### config.mk
export PLATFORM = sky130hd
export DESIGN_NAME = serial_alu_ctrl
export DESIGN_NICKNAME = d
export VERILOG_FILES = /design/src/rtl/serial_alu_ctrl_pkg.sv /design/src/rtl/serial_alu_ctrl_alu_bit_slice.sv /design/src/rtl/serial_alu_ctrl.sv
export SDC_FILE = /design/constraint.sdc
export NUM_CORES = 1
export LEC_CHECK = 0
export CELL_PAD_IN_SITES_DETAIL_PLACEMENT = 1
export CELL_PAD_IN_SITES_GLOBAL_PLACEMENT = 1
export CORE_MARGIN = 2
export CORE_UTILIZATION = 34
export CTS_CLUSTER_DIAMETER = 200
export DETAILED_ROUTE_END_ITERATION = 6
export MAX_ROUTING_LAYER = met4
export PLACE_DENSITY = 0.72
export REMOVE_ABC_BUFFERS = 1
export SLEW_MARGIN = 10
export SYNTH_ARGS = -nofsm -noshare
export SYNTH_HDL_FRONTEND = slang
export SYNTH_HIERARCHICAL = 1
export SYNTH_SLANG_ARGS = --single-unit
### constraint.sdc
create_clock -name clk -period 2.05 [get_ports clk]
set_clock_uncertainty 0.05 [all_clocks]
set_input_delay 0.41 -clock clk [delete_from_list [all_inputs] [get_ports clk]]
set_output_delay 0.41 -clock clk [all_outputs]
set_load 0.02 [all_outputs]
### src/rtl/serial_alu_ctrl_pkg.sv
`default_nettype none
// ============================================================================
//  Module      : serial_alu_ctrl_pkg
//  Description : Shared op encodings, FSM state type and op decode helper for
//                the bit-serial ALU sequencer.
//  Revision    : 1.0 - initial release
// ============================================================================
package serial_alu_ctrl_pkg;

    localparam logic [2:0] OP_AND = 3'b000;
    localparam logic [2:0] OP_OR  = 3'b001;
    localparam logic [2:0] OP_ADD = 3'b010;
    localparam logic [2:0] OP_SUB = 3'b110;

    typedef enum logic [1:0] {
        ST_IDLE = 2'd0,
        ST_RUN  = 2'd1,
        ST_DONE = 2'd2
    } state_t;

    // Every code other than AND/OR is an arithmetic code; op[2] selects subtract.
    function automatic logic is_arith(input logic [2:0] op);
        return (op != OP_AND) && (op != OP_OR);
    endfunction

endpackage
`default_nettype wire

### src/rtl/serial_alu_ctrl_alu_bit_slice.sv
`default_nettype none
// ============================================================================
//  Module      : alu_bit_slice
//  Description : Combinational 1-bit ALU slice: AND, OR, or full adder with
//                XOR-controlled inversion of b. Carry-out is 0 for logic ops.
//  Revision    : 1.0 - initial release
// ============================================================================
module alu_bit_slice
    import serial_alu_ctrl_pkg::*;
(
    input  logic       a,
    input  logic       b,
    input  logic       carry_in,
    input  logic       b_invert,
    input  logic [2:0] op,
    output logic       sum,
    output logic       cout
);

    logic bx;

    assign bx = b ^ b_invert;

    // Select the slice function; arithmetic is a plain full adder on a and bx.
    always_comb begin
        sum  = 1'b0;
        cout = 1'b0;
        if (op == OP_AND) begin
            sum = a & b;
        end else if (op == OP_OR) begin
            sum = a | b;
        end else begin
            sum  = a ^ bx ^ carry_in;
            cout = (a & bx) | (carry_in & (a ^ bx));
        end
    end

endmodule
`default_nettype wire

### src/rtl/serial_alu_ctrl.sv
`default_nettype none
// ============================================================================
//  Module      : serial_alu_ctrl
//  Description : Bit-serial ALU sequencer. Captures one WIDTH-bit operation,
//                feeds a single alu_bit_slice LSB-first for WIDTH clocks and
//                returns result/flags through a start/ready/done handshake.
//  Revision    : 1.0 - initial release
// ============================================================================
module serial_alu_ctrl
    import serial_alu_ctrl_pkg::*;
#(
    parameter int WIDTH = 32
) (
    input  logic             clk,
    input  logic             reset,
    input  logic             start,
    input  logic [2:0]       op,
    input  logic [WIDTH-1:0] a,
    input  logic [WIDTH-1:0] b,
    output logic             ready,
    output logic             done,
    output logic [WIDTH-1:0] result,
    output logic             cout,
    output logic             ovf,
    output logic             zero
);

    localparam int             CW     = (WIDTH > 1) ? $clog2(WIDTH) : 1;
    localparam logic [CW-1:0]  C_LAST = CW'(WIDTH - 1);

    state_t           state_q;
    logic [WIDTH-1:0] a_q;
    logic [WIDTH-1:0] b_q;
    logic [2:0]       op_q;
    logic [CW-1:0]    cnt_q;
    logic             carry_q;
    logic             ready_q;
    logic             done_q;
    logic [WIDTH-1:0] result_q;
    logic             cout_q;
    logic             ovf_q;
    logic             zero_q;

    logic             arith;
    logic             slice_sum;
    logic             slice_cout;
    logic [WIDTH-1:0] result_d;

    assign arith    = is_arith(op_q);
    // Result register after the current slice bit is shifted into the MSB.
    assign result_d = {slice_sum, result_q[WIDTH-1:1]};

    alu_bit_slice u_slice (
        .a        (a_q[0]),
        .b        (b_q[0]),
        .carry_in (carry_q),
        .b_invert (arith & op_q[2]),
        .op       (op_q),
        .sum      (slice_sum),
        .cout     (slice_cout)
    );

    // Sequencer FSM: capture in IDLE, one bit per edge in RUN, one-cycle DONE.
    always_ff @(posedge clk) begin
        if (reset) begin
            state_q  <= ST_IDLE;
            a_q      <= '0;
            b_q      <= '0;
            op_q     <= OP_AND;
            cnt_q    <= '0;
            carry_q  <= 1'b0;
            ready_q  <= 1'b1;
            done_q   <= 1'b0;
            result_q <= '0;
            cout_q   <= 1'b0;
            ovf_q    <= 1'b0;
            zero_q   <= 1'b1;
        end else begin
            case (state_q)
                ST_IDLE: begin
                    done_q <= 1'b0;
                    if (start) begin
                        a_q     <= a;
                        b_q     <= b;
                        op_q    <= op;
                        cnt_q   <= '0;
                        // Subtract starts with carry=1 to form a + ~b + 1.
                        carry_q <= is_arith(op) & op[2];
                        ready_q <= 1'b0;
                        state_q <= ST_RUN;
                    end
                end
                ST_RUN: begin
                    a_q      <= a_q >> 1;
                    b_q      <= b_q >> 1;
                    result_q <= result_d;
                    carry_q  <= arith & slice_cout;
                    cnt_q    <= cnt_q + CW'(1);
                    if (cnt_q == C_LAST) begin
                        // carry_q here is the carry into the MSB.
                        cout_q  <= arith & slice_cout;
                        ovf_q   <= arith & (carry_q ^ slice_cout);
                        zero_q  <= (result_d == '0);
                        done_q  <= 1'b1;
                        state_q <= ST_DONE;
                    end
                end
                ST_DONE: begin
                    done_q  <= 1'b0;
                    ready_q <= 1'b1;
                    state_q <= ST_IDLE;
                end
                default: begin
                    done_q  <= 1'b0;
                    ready_q <= 1'b1;
                    state_q <= ST_IDLE;
                end
            endcase
        end
    end

    assign ready  = ready_q;
    assign done   = done_q;
    assign result = result_q;
    assign cout   = cout_q;
    assign ovf    = ovf_q;
    assign zero   = zero_q;

endmodule
`default_nettype wire
==> results.json, run 1 <==
{
  "synth_cell_types": 38,
  "cts_root_buffer": "clkbuf_16",
  "whs_endpoint": "state_q[0]",
  "vias": 4383,
  "crit_type": "register to register",
  "synthTopCellsByArea": "dfxtp_1, a311oi_2, nand2_1",
  "finalHoldViolCount": 0,
  "die_h_microns": 127,
  "syn-cell-area_sq_mm": 0.00513,
  "gr-usage-met3_pct": 2.61,
  "finalWeightedCongestion": 0.734,
  "initial_utilization_pct": 35.0,
  "tightest_slew_ns": 0.384,
  "yosys_warnings": 6,
  "power.total_mw": 4.86,
  "drc": 0,
  "drt-initial-drc-count": 249,
  "utilization_pct": 45.4,
  "cts_tree": "yes",
  "wl_per_cell_microns": 15.2,
  "arrival_ns": 2.20,
  "critPathRequiredTime_ns": 2.28,
  "status": "finished, final reports clean",
  "cap_viol_max_count": 0,
  "ys.flop_type": "dfxtp_1",
  "syn_inst": 584,
  "ys_async_sr_fraction_pct": 0,
  "slew_headroom_pct": 74.1,
  "hp-class": "input pin to register",
  "grt_pass1_vias": 4477,
  "cts_buffers": 9,
  "io_pins": 107,
  "path_clk_slew_ns": 0.07,
  "avgSynthCellArea_sq_um": 8.78,
  "routed_wl_microns": 13000,
  "leakage_nw": 2.31,
  "holdPathStages": 2,
  "die_width_microns": 127,
  "postRouteAntennaNets": 0,
  "fmaxAchievable_mhz": 506,
  "crit_path_end_kind": "register",
  "num_antenna_cells": 0,
  "seq_area_frac_synth_pct": 43.7,
  "vias_per_cell": 5.11,
  "rrSetupSlack_ns": 0.07,
  "core-area_sq_mm": 0.0146,
  "synth_area_leader_cell": "dfxtp_1",
  "worst-path-max-fanout": 2,
  "grtUsageMet2_pct": 26.8,
  "reg2reg_to": "zero",
  "r2r-start": "op_q[2]",
  "grt_pass1_wl_microns": 22200,
  "ys_ff_latch": 112,
  "reg2regPathDepth": 7,
  "power_density_mw_per_mm2": 732,
  "post-dp-hpwl_microns": 9050,
  "grt_overflow": 0,
  "clk_latency_ns": 0.36,
  "yosysTopAreaCellShare_pct": 43.7,
  "irDropWorstVdd_mv": 0.410,
  "cts_buffer_depth": 2,
  "met1_usage_pct": 22.8,
  "dieArea_sq_mm": 0.0161,
  "nets": 741,
  "antenna_found_initial": 0,
  "port_buffers": 106,
  "slew_viol_final": 0,
  "layout-drive-gt1-share_pct": 19.0,
  "grt_max_degree": 56,
  "setup_violations": 0,
  "period_needed_ns": 1.98,
  "num_rows": 44,
  "htreeDepth": 3,
  "startpoint_type": "register",
  "post_cts_hold_buffer_count": 0,
  "synth-edff-count": 0,
  "area_growth_pct": 29.6,
  "fin_crit_sh_pct": 96.4,
  "first_pass_iters": 4,
  "grt.total_usage_pct": 17.3,
  "worstHoldStart": "reset",
  "cts.sinks": 112,
  "top_usage_layer": "met2"
}
## report_power, final
| group | internal, mW | leakage [nW] | switching, mW |
|---|---|---|---|
| logic | 0.390 | 1.26 | 0.448 |
| registers | 2.31 | 0.918 | 0.0815 |
| clock network | 0.820 | 0.132 | 0.813 |
## final cells by class
cell class	instances	area [sq um]
Fill cell	1694	8000
Sequential cell	112	2240
Tap cell	184	230
Multi-Input combinational cell	421	2590
Clock buffer	10	229
Clock inverter	6	36.3
Timing Repair Buffer	124	1320
## placed cells by master, fill, tap and decap left out, types with 2 or more instances in the layout
cell / instances
ha_1: 2
clkinv_2: 4
buf_12: 10
buf_4: 9
nand2_1: 177
nand4_1: 2
nor2_1: 67
clkdlybuf4s50_1: 105
nand2_2: 25
a311oi_1: 3
nor4_1: 7
nand3_1: 6
dfxtp_2: 2
a311oi_2: 59
o21a_1: 3
nand3b_1: 2
dfxtp_1: 110
a21oi_1: 45
clkbuf_16: 9
## registers in the layout, indices dropped and copies added (netlist names)
| name | flops |
|---|---|
| op_q | 3 |
| ready | 1 |
| a_q | 32 |
| cnt_q | 5 |
| state_q | 2 |
| done | 1 |
| ovf | 1 |
| result | 32 |
| b_q | 32 |
| carry_q | 1 |
| zero | 1 |
| cout | 1 |
## routing by layer
layer	vias up	share of wire, %
met2	101	45
met3	17	3.7
met4	0	1.5
met1	2087	49
li1	2178	-
met5	-	0
## cells in the mapped netlist (3+ instances only)
master,count
nand2_2,25
nor4_1,8
buf_4,3
clkbuf_1,14
o21a_1,3
a21oi_1,45
a311oi_2,59
buf_6,9
dfxtp_1,112
nor2_1,67
a311oi_1,3
nand3_1,6
buf_2,22
nand2_1,177
## worst max-delay path by stage
stage,start,end,slack [ns]
6_report,op_q[2],zero,0.07
4_1_cts,b_q[0],zero,0.09
3_5_place_dp,start,b_q[23],-0.01
2_1_floorplan,state_q[1],a_q[0],-2.84
5_1_grt,op_q[2],zero,-0.08
3_3_place_gp,start,a_q[30],0.007
## logic make-up (layout without fill, tap and decap cells)
group / count (synthesis) / count (layout) / synth area share, %
buf+inv: 51 / 140 / 6.66
fa+ha+maj: 3 / 3 / 0.878
compound gates: 120 / 120 / 24.1
mux: 1 / 1 / 0.195
xor+xnor: 2 / 2 / 0.342
flops: 112 / 112 / 43.7
simple gates: 295 / 295 / 24.2
## timing repair
item	4_1_cts	5_1_grt
pin swaps	1	3
setup buffers	0	1
setup endpoints to repair	1	1
resized for setup	0	7
## worst max-delay path: stages (launching register included)
cell	delay (ns)
dfxtp_2	0.34
xor2_2	0.17
fa_1	0.43
o21ai_1	0.11
o41ai_2	0.12
nor4_2	0.33
nand4_1	0.16
o31ai_2	0.19
## through the flow
stage / hold slack (ns) / setup TNS [ns] / setup slack, ns / cell area, sq um / cells
finish: 0.380 / 0 / 0.0747 / 6650 / 857
detailed placement: 0.406 / -0.0368 / -0.0142 / 6340 / 840
CTS: 0.365 / 0 / 0.0870 / 6610 / 856
floorplan: 0.374 / -280.75 / -2.84 / 4790 / 533
global placement: 0.392 / 0 / 0.00658 / 6340 / 840
global route: 0.392 / -0.0791 / -0.0791 / 6650 / 857
(Power assumes the default switching activity.)
==> inputs of run 2 (changes only) <==
==> constraint.sdc (replaced) <==
create_clock -name clk -period 1.7 [get_ports clk]
set_clock_uncertainty 0.05 [all_clocks]
set_input_delay 0.34 -clock clk [delete_from_list [all_inputs] [get_ports clk]]
set_output_delay 0.34 -clock clk [all_outputs]
set_load 0.02 [all_outputs]
==> results.json, run 2 (synthesis results as in run 1) <==
{
  "die_h_microns": 127,
  "area_growth_pct": 31.9,
  "nets": 750,
  "initial_utilization_pct": 35.0,
  "cp_slowest_cell": "fa_1",
  "setup_ws_ns": -0.132,
  "io_pins": 107,
  "finalWeightedCongestion": 0.785,
  "rsz0062_at_grt": "yes",
  "switchingPower_mw": 1.64,
  "fin_crit_sh_pct": 108,
  "drc": 0,
  "cts_root_buffer": "clkbuf_16",
  "worst-path-max-fanout": 2,
  "utilization_pct": 46.2,
  "final_cell_mix": "nand2_1, dfxtp_1, clkdlybuf4s50_1",
  "power_density_mw_per_mm2": 930,
  "cts_buffer_depth": 2,
  "post-dp-hpwl_microns": 9530,
  "startpoint_type": "register",
  "cts.sinks": 112,
  "first_pass_iters": 6,
  "seqPwrFrac_pct": 45.9,
  "wl_per_cell_microns": 15.9,
  "fmaxAchievable_mhz": 546,
  "grt_pass1_vias": 4532,
  "final_common_cell": "nand2_1",
  "status": "complete, but fails checks",
  "path_clk_slew_ns": 0.07,
  "period_needed_ns": 1.83,
  "die_width_microns": 127,
  "setup_violations": 2,
  "grt.total_usage_pct": 17.5,
  "vias": 4442,
  "core-area_sq_mm": 0.0146,
  "slew_viol_final": 0,
  "postRouteAntennaNets": 0,
  "clk_latency_ns": 0.36,
  "num_rows": 44,
  "num_antenna_cells": 0,
  "finalHoldViolCount": 0,
  "routed_wl_microns": 13800,
  "crit_type": "register to register",
  "leakage_nw": 2.57,
  "clockPowerShare_pct": 37.5,
  "violations": "setup timing",
  "layout-drive-gt1-share_pct": 20.1,
  "crit_path_end_kind": "register",
  "port_buffers": 106,
  "cts_tree": "yes",
  "grt_pass1_wl_microns": 22300,
  "htreeDepth": 3,
  "slew_headroom_pct": 74.2,
  "antenna_found_initial": 0,
  "grt_overflow": 0,
  "cap_viol_max_count": 0,
  "drt-initial-drc-count": 237,
  "tightest_slew_ns": 0.384,
  "dieArea_sq_mm": 0.0161,
  "grt_max_degree": 49,
  "vias_per_cell": 5.13,
  "hp-class": "input pin to register",
  "path_cells": "xor2_2 -> fa_1 -> o21ai_1 -> o41ai_2 -> nor4_1 -> nand4_1 -> o31ai_1",
  "power.total_mw": 6.29,
  "combPwrFrac_pct": 16.7,
  "sw_frac_of_total_pct": 26.1,
  "irDropWorstVdd_mv": 0.514,
  "internal_power_mw": 4.65,
  "critPathRequiredTime_ns": 1.92,
  "cts_buffers": 9,
  "arrival_ns": 2.05,
  "fill_cells": 1748,
  "cp_slowest_stage_delay_ns": 0.44
}
==> run 2: stage by stage <==
stage	setup slack (ns)	cell area, sq um	setup TNS (ns)	hold slack [ns]	instances
3_3_place_gp	-0.261	6400	-17.16	0.394	848
6_report	-0.132	6760	-0.185	0.341	866
5_1_grt	-0.283	6760	-0.394	0.345	866
2_1_floorplan	-3.19	4790	-319.03	0.358	533
4_1_cts	-0.164	6700	-0.239	0.331	864
3_5_place_dp	-0.306	6400	-18.54	0.401	848
==> run 2: layer usage <==
metal / GRT usage [%] / wire (microns) / vias to the layer above
met1: 22.0 / 6570 / 2126
met2: 28.8 / 6460 / 103
met3: 3.37 / 532 / 15
met4: 5.04 / 192 / 0
met5: - / 0 / -
li1: - / - / 2198
==> run 2: worst paths after layout <==
path	from	to	slack [ns]	cells past startpoint
min reg2reg	cout	cout	0.41	2
min	reset	result[4]	0.34	2
max reg2reg	op_q[2]	zero	-0.13	7
max	op_q[2]	zero	-0.13	7
==> run 2: power by group through the flow <==
stage / Sequential [mW] / Combinational [mW] / Clock (mW)
6_report: 2.89 / 1.05 / 2.36
5_1_grt: 2.91 / 1.15 / 2.50
4_1_cts: 2.88 / 1.04 / 2.41
3_5_place_dp: 2.94 / 1.04 / 0
3_3_place_gp: 2.93 / 0.992 / 0
2_1_floorplan: 2.92 / 0.595 / 0
==> run 2: critical path: cells and delay by family, from the launching register on <==
kind	cells	cell delay (ns)
compound gates	3	0.43
xor+xnor	1	0.17
fa+ha+maj	1	0.44
flops	1	0.34
simple gates	2	0.34
==> run 2: final cells by class <==
type	count	area, sq um	share of cell area [%]
tap	184	230	3.40
multi-input combinational	421	2580	38.1
timing repair buffer	133	1380	20.4
clock buffer	11	253	3.74
sequential	112	2250	33.2
clock inverter	5	78.8	1.17
==> run 2: timing repair <==
| item | CTS | global route |
|---|---|---|
| buffers inserted | 0 | 1 |
| resized for setup | 38 | 4 |
| setup endpoints to repair | 36 | 16 |
| hold buffers | 0 | 0 |
| pin swaps | 3 | 1 |
| gates cloned | 0 | 1 |
